## src/rtl/mux_sel_arbiter_pkg.sv

```systemverilog
// Shared definitions for the two-source round-robin mux-select arbiter:
// state encoding, mux select polarity and the arbitration rule.
package mux_sel_arbiter_pkg;

  typedef enum logic [1:0] {
    ST_IDLE = 2'd0,
    ST_G0   = 2'd1,
    ST_G1   = 2'd2
  } state_e;

  localparam logic SEL_I0 = 1'b0;
  localparam logic SEL_I1 = 1'b1;

  // Round-robin pick: on a tie the source not granted most recently wins.
  function automatic state_e arbitrate(input logic r0, input logic r1, input logic last_was1);
    if (r0 && r1) return last_was1 ? ST_G0 : ST_G1;
    else if (r0)  return ST_G0;
    else if (r1)  return ST_G1;
    else          return ST_IDLE;
  endfunction

endpackage

```

## src/rtl/mux_sel_arbiter_if.sv

```systemverilog
// Request/grant bundle between the two sources and the arbiter.
interface mux_sel_arbiter_if;
  logic req0;
  logic req1;
  logic last0;
  logic last1;
  logic gnt0;
  logic gnt1;
  logic sel;
  logic busy;
  logic forced;

  modport master (output req0, req1, last0, last1,
                  input  gnt0, gnt1, sel, busy, forced);
  modport slave  (input  req0, req1, last0, last1,
                  output gnt0, gnt1, sel, busy, forced);
endinterface

```

## src/rtl/mux_sel_arbiter_hold_counter.sv

```systemverilog
// Saturating grant-hold counter; limit_o flags that the current grant
// has used up its allowance (never asserted when MAX_HOLD is 0).
module mux_sel_arbiter_hold_counter #(
  parameter int unsigned MAX_HOLD = 16,
  parameter int unsigned CNT_W    = 8
) (
  input  logic clk,
  input  logic rst,
  input  logic clr_i,
  input  logic en_i,
  output logic limit_o
);

  localparam logic [CNT_W-1:0] LIMIT = (MAX_HOLD == 0) ? '0 : CNT_W'(MAX_HOLD - 1);

  logic [CNT_W-1:0] cnt_q, cnt_d;

  always_comb begin
    cnt_d = cnt_q;
    if (clr_i)
      cnt_d = '0;
    else if (en_i && (cnt_q != '1))
      cnt_d = cnt_q + CNT_W'(1);
  end

  always_ff @(posedge clk or posedge rst) begin
    if (rst) cnt_q <= '0;
    else     cnt_q <= cnt_d;
  end

  assign limit_o = (MAX_HOLD != 0) && (cnt_q >= LIMIT);

endmodule

```

## src/rtl/mux_sel_arbiter.sv

```systemverilog
// Two-requester round-robin arbiter producing a registered 2:1 mux select,
// with a hold limit that hands the path over when the other source waits.
module mux_sel_arbiter
  import mux_sel_arbiter_pkg::*;
#(
  parameter int unsigned MAX_HOLD = 16,
  parameter int unsigned CNT_W    = 8
) (
  input  logic               clk,
  input  logic               rst,
  mux_sel_arbiter_if.slave   arb
);

  state_e state_q, state_d;
  logic   last1_q, last1_d;
  logic   sel_q, sel_d;
  logic   forced_q, forced_d;

  logic   cnt_clr, cnt_en, limit_hit;
  logic   done, abandon, limit_rel, pick, ptr;

  mux_sel_arbiter_hold_counter #(
    .MAX_HOLD (MAX_HOLD),
    .CNT_W    (CNT_W)
  ) u_hold (
    .clk     (clk),
    .rst     (rst),
    .clr_i   (cnt_clr),
    .en_i    (cnt_en),
    .limit_o (limit_hit)
  );

  always_comb begin
    state_d   = state_q;
    last1_d   = last1_q;
    sel_d     = sel_q;
    forced_d  = 1'b0;
    cnt_clr   = 1'b0;
    cnt_en    = 1'b0;
    done      = 1'b0;
    abandon   = 1'b0;
    limit_rel = 1'b0;
    pick      = 1'b0;
    ptr       = last1_q;

    case (state_q)
      ST_IDLE: pick = 1'b1;
      ST_G0: begin
        done      = arb.req0 & arb.last0;
        abandon   = ~arb.req0;
        limit_rel = limit_hit & arb.req1;
        ptr       = 1'b0;
        cnt_en    = 1'b1;
      end
      ST_G1: begin
        done      = arb.req1 & arb.last1;
        abandon   = ~arb.req1;
        limit_rel = limit_hit & arb.req0;
        ptr       = 1'b1;
        cnt_en    = 1'b1;
      end
      default: pick = 1'b1;
    endcase

    // A completed or abandoned transfer is a normal release, never a forced one.
    if (done || abandon || limit_rel) begin
      pick     = 1'b1;
      forced_d = limit_rel & ~done & ~abandon;
    end

    if (pick) begin
      state_d = arbitrate(arb.req0, arb.req1, ptr);
      cnt_clr = (state_d != ST_IDLE);
    end

    case (state_d)
      ST_G0: begin
        sel_d   = SEL_I0;
        last1_d = 1'b0;
      end
      ST_G1: begin
        sel_d   = SEL_I1;
        last1_d = 1'b1;
      end
      default: ;
    endcase
  end

  always_ff @(posedge clk or posedge rst) begin
    if (rst) begin
      state_q  <= ST_IDLE;
      last1_q  <= 1'b1;
      sel_q    <= SEL_I0;
      forced_q <= 1'b0;
    end else begin
      state_q  <= state_d;
      last1_q  <= last1_d;
      sel_q    <= sel_d;
      forced_q <= forced_d;
    end
  end

  assign arb.gnt0   = (state_q == ST_G0);
  assign arb.gnt1   = (state_q == ST_G1);
  assign arb.sel    = sel_q;
  assign arb.busy   = (state_q == ST_G0) | (state_q == ST_G1);
  assign arb.forced = forced_q;

endmodule

```

## src/flat_wrapper.sv

```systemverilog
// flat-port wrapper written by rule: the top's interface ports become plain ports
module mux_sel_arbiter_flat import mux_sel_arbiter_pkg::*;
#(
  parameter int unsigned MAX_HOLD = 16,
  parameter int unsigned CNT_W    = 8
)
  (clk, rst, arb_req0, arb_req1, arb_last0, arb_last1, arb_gnt0, arb_gnt1, arb_sel, arb_busy, arb_forced);
  mux_sel_arbiter_if arb_i ();
  input  logic clk;
  input  logic rst;
  input wire logic [$bits(arb_i.req0)-1:0] arb_req0;
  input wire logic [$bits(arb_i.req1)-1:0] arb_req1;
  input wire logic [$bits(arb_i.last0)-1:0] arb_last0;
  input wire logic [$bits(arb_i.last1)-1:0] arb_last1;
  output wire logic [$bits(arb_i.gnt0)-1:0] arb_gnt0;
  output wire logic [$bits(arb_i.gnt1)-1:0] arb_gnt1;
  output wire logic [$bits(arb_i.sel)-1:0] arb_sel;
  output wire logic [$bits(arb_i.busy)-1:0] arb_busy;
  output wire logic [$bits(arb_i.forced)-1:0] arb_forced;
  assign arb_i.req0 = arb_req0;
  assign arb_i.req1 = arb_req1;
  assign arb_i.last0 = arb_last0;
  assign arb_i.last1 = arb_last1;
  assign arb_gnt0 = arb_i.gnt0;
  assign arb_gnt1 = arb_i.gnt1;
  assign arb_sel = arb_i.sel;
  assign arb_busy = arb_i.busy;
  assign arb_forced = arb_i.forced;
  mux_sel_arbiter #(.MAX_HOLD(MAX_HOLD), .CNT_W(CNT_W)) u_core (.clk(clk), .rst(rst), .arb(arb_i));
endmodule
```

## config.mk

```make
export PLATFORM = sky130hd
export DESIGN_NAME = mux_sel_arbiter_flat
export DESIGN_NICKNAME = d
export VERILOG_FILES = /design/src/rtl/mux_sel_arbiter_pkg.sv /design/src/rtl/mux_sel_arbiter_if.sv /design/src/rtl/mux_sel_arbiter_hold_counter.sv /design/src/rtl/mux_sel_arbiter.sv /design/src/flat_wrapper.sv
export SDC_FILE = /design/constraint.sdc
export NUM_CORES = 1
export LEC_CHECK = 0
export CAP_MARGIN = 30
export CELL_PAD_IN_SITES_DETAIL_PLACEMENT = 1
export CELL_PAD_IN_SITES_GLOBAL_PLACEMENT = 1
export CORE_ASPECT_RATIO = 1.1
export CORE_MARGIN = 2
export CORE_UTILIZATION = 33
export DETAILED_ROUTE_END_ITERATION = 8
export PLACE_DENSITY = 0.66
export SYNTH_ARGS = -nofsm -noshare
export SYNTH_HDL_FRONTEND = slang
export SYNTH_SLANG_ARGS = --single-unit
```

## constraint.sdc

```tcl
create_clock -name clk -period 5 [get_ports clk]
set_input_delay 1 -clock clk [delete_from_list [all_inputs] [get_ports clk]]
set_output_delay 1 -clock clk [all_outputs]
set_load 0.02 [all_outputs]
```

==> summary.txt <==
Min path
  – Min-Delay Path Class: register to register
  – Hold Path Depth: 2
  – WHS Endpoint: u_core.last1_q
  – Hold_sp: u_core.last1_q

Yosys
  – Count leader, synth: dfrtp_1
  – Share of the synthesized area in the top cell type: 36.1%
  – Yosys reg bits: 13
  – Sequential element share of the synthesized area: 39.3%
  – Ys flop type: dfrtp_1
  – Post-synth EDFFs: 0
  – Cells after Synth: 77
  – Syn_area_per_cell: 10.8 µm²
  – Synth Net Count: 87
  – Top post-synthesis cells by count: dfrtp_1 (12), nor2_1 (8), nand2_1 (7)
  – Largest area contributor in the netlist: dfrtp_1
  – Count of cell types in the netlist: 31
  – Top cells by area, synth: dfrtp_1 (36%), ha_1 (6.0%), mux2i_1 (4.8%)
  – Cell area after synthesis: 831 µm²
  – Synth Warn #: 0
  – Async S/R FF share, synth: 100%

Route
  – Starting DRT DRC Count: 5
  – DR vias/cell: 5.11
  – Avg WL per Cell: 14.1 µm
  – Via count: 623
  – ANT nets after route: 0
  – DRC: 0
  – TritonRoute pass-1 iters: 4
  – Drt total wl: 1720 µm

STA
  – Skew final: 0.00771 ns
  – Max-slew headroom: 65.1%
  – Final Cycle Share: 58.2%
  – Setup TNS: 0 ns
  – RSZ-0062 raised after global routing: false
  – Final setup viols: 0
  – Peak Freq: 0.344 GHz
  – Slew @ Worst Pin: 0.523 ns
  – Endpoints failing hold: 0
  – Crit path time final: 2.91 ns
  – Pins Over Slew Limit: 0

Clocking
  – CTS buffer count: 3
  – Postcts setup bufs: 0
  – Post-cts resize count: 0
  – Root buf cell: clkbuf_4
  – Worst-Skew Late Latency: 0.28 ns
  – H-tree depth: 1
  – CTS tree: yes
  – Reg clk slew, reported paths: 0.08 ns
  – TritonCTS Sinks: 13
  – Hold buffers post-CTS: 0
  – Max clock buf depth: 2

Setup path
  – Required time at the worst-slack endpoint: 4.00 ns
  – CP startpoint kind: register
  – Critical path class: register to output pin
  – Max incr delay on CP: 0.61 ns
  – Crit path buffers/inverters: 3
  – Crit-path most repeated cell: inv_1
  – R2r setup slk: 2.77 ns
  – RR Endpoint: u_core.arb.sel
  – Cell Chain, Critical Path: inv_1, ha_1, inv_1, clkdlybuf4s50_1
  – Endpoint class of the critical path: output pin
  – Slowest-stage cell, CP: clkdlybuf4s50_1
  – Largest delay contributor family on the critical path: buffers and inverters
  – Arrival @ worst endpoint: 1.91 ns
  – Cells on worst reg2reg path: 9
  – Max FO, Critical Path: 7

Cells and area
  – Fill count: 283
  – Layout cells sized above 1: 17.6%
  – Nets: 102
  – Antenna Cells: 0
  – Syn-to-layout area delta: 19.9%

Status
  – Status: finished clean

Power and ir drop
  – VDD IR max: 0.000264 V
  – Leak: 0.445 nW
  – Pwr Total: 0.552 mW
  – Pwr Density: 554 nW/µm²

Die
  – # IOs: 11
  – Die ar.: 2940 µm²
  – Initial Util: 33.9%
  – Total core area: 2450 µm²
  – Row Count: 19
  – Die X: 51.8 µm
  – Die Height: 56.6 µm

Global routing
  – Number of global-route vias before repair: 666
  – Initial antenna violation count: 0
  – First-pass GRT wire length: 3030 µm
  – Gr ovfl total: 0
  – Tot GR Track Use: 14.2%
  – Largest net degree at the start of global routing: 14

Place
  – Final HPWL DP: 1320 µm
  – Routability cong.: 0.698
  – IO Port Bufs: 10

Job
  – Max cap viols: 0
[cell usage in the layout, fill, tap and decap left out]
| cell | Yosys | final |
|---|---|---|
| a2111oi_4 | 1 | 1 |
| a211oi_1 | 4 | 4 |
| a21oi_1 | 4 | 4 |
| a21oi_4 | 1 | 1 |
| a221o_2 | 1 | 1 |
| a221oi_4 | 1 | 1 |
| a311oi_2 | 1 | 1 |
| and2_1 | 1 | 1 |
| and3_1 | 1 | 1 |
| and4_1 | 1 | 1 |
| clkbuf_1 | 0 | 1 |
| clkbuf_4 | 0 | 3 |
| clkdlybuf4s50_1 | 0 | 10 |
| dfrtp_1 | 12 | 12 |
| dfstp_2 | 1 | 1 |
| ha_1 | 4 | 4 |
| inv_1 | 6 | 6 |
| mux2_2 | 1 | 1 |
| mux2_4 | 1 | 1 |
| mux2i_1 | 4 | 4 |
| nand2_1 | 7 | 7 |
| nand2_4 | 1 | 1 |
| nand2b_1 | 2 | 2 |
| nand2b_2 | 1 | 1 |
| nand3_1 | 2 | 2 |
| nand3_2 | 1 | 1 |
| nand4b_4 | 1 | 1 |
| nor2_1 | 8 | 8 |
| nor2b_1 | 2 | 2 |
| nor3_1 | 1 | 1 |
| nor3_2 | 1 | 1 |
| nor4_1 | 1 | 1 |
| o21ai_0 | 1 | 1 |
| xnor2_1 | 3 | 3 |
[stage by stage]
step           cells  util, %  hold slack, ns  setup slack [ns]  instance area, µm²
5_1_grt          122     40.7           0.513              1.93                 996
2_1_floorplan     77        -           0.437              2.62                 831
6_report         122     40.7           0.468              2.09                 996
3_3_place_gp     118     39.6           0.451              2.11                 970
4_1_cts          122     40.7           0.471              2.06                 996
3_5_place_dp     118     39.6           0.458              2.02                 970
[where the power goes]
part	leakage (nW)	internal (mW)	switching, mW
combinational	0.258	0.157	0.179
sequential	0.172	0.130	0.0177
clock	0.0150	0.0310	0.0366
total	0.445	0.318	0.233
[worst reg2reg max path, stage by stage (launching register included)]
cell	delay [ns]
dfrtp_1	0.40
inv_1	0.07
ha_1	0.45
mux2_2	0.38
nand2_1	0.08
o21ai_0	0.12
mux2i_1	0.16
ha_1	0.27
nand2b_1	0.17
nand2_1	0.07
[kinds of logic (layout without fill, tap and decap cells)]
group	count (synthesis)	in the layout	synth area share, %
buf+inv	6	20	2.71
mux	6	6	7.98
flops	13	13	39.3
simple gates	31	31	22.6
xor+xnor	3	3	3.16
fa+ha+maj	4	4	6.02
compound gates	14	14	18.2
[area by class of cell]
class	count	area [µm²]	area share, %
Timing Repair Buffer	10	100	10.1
Multi-Input combinational cell	58	482	48.4
Inverter	6	22.5	2.26
Clock buffer	4	26.3	2.64
Sequential cell	13	327	32.8
Tap cell	31	38.8	3.89
[how the worst max path moves through the flow]
stage	to	slack [ns]	cells past startpoint
6_report	arb_busy	2.09	4
5_1_grt	arb_busy	1.93	4
4_1_cts	arb_busy	2.06	4
3_5_place_dp	u_core.arb.sel	2.02	8
3_3_place_gp	u_core.arb.sel	2.11	8
2_1_floorplan	u_core.arb.sel	2.62	7
[routing by layer]
metal | up-vias | GRT usage (%) | routed length (µm)
met5 | - | 0 | 0
met4 | 0 | 7.89 | 34
met3 | 4 | 2.66 | 65
met2 | 11 | 21.3 | 846
met1 | 304 | 19.0 | 774
li1 | 304 | - | -
Note: power is estimated with default switching activity, not from simulation.
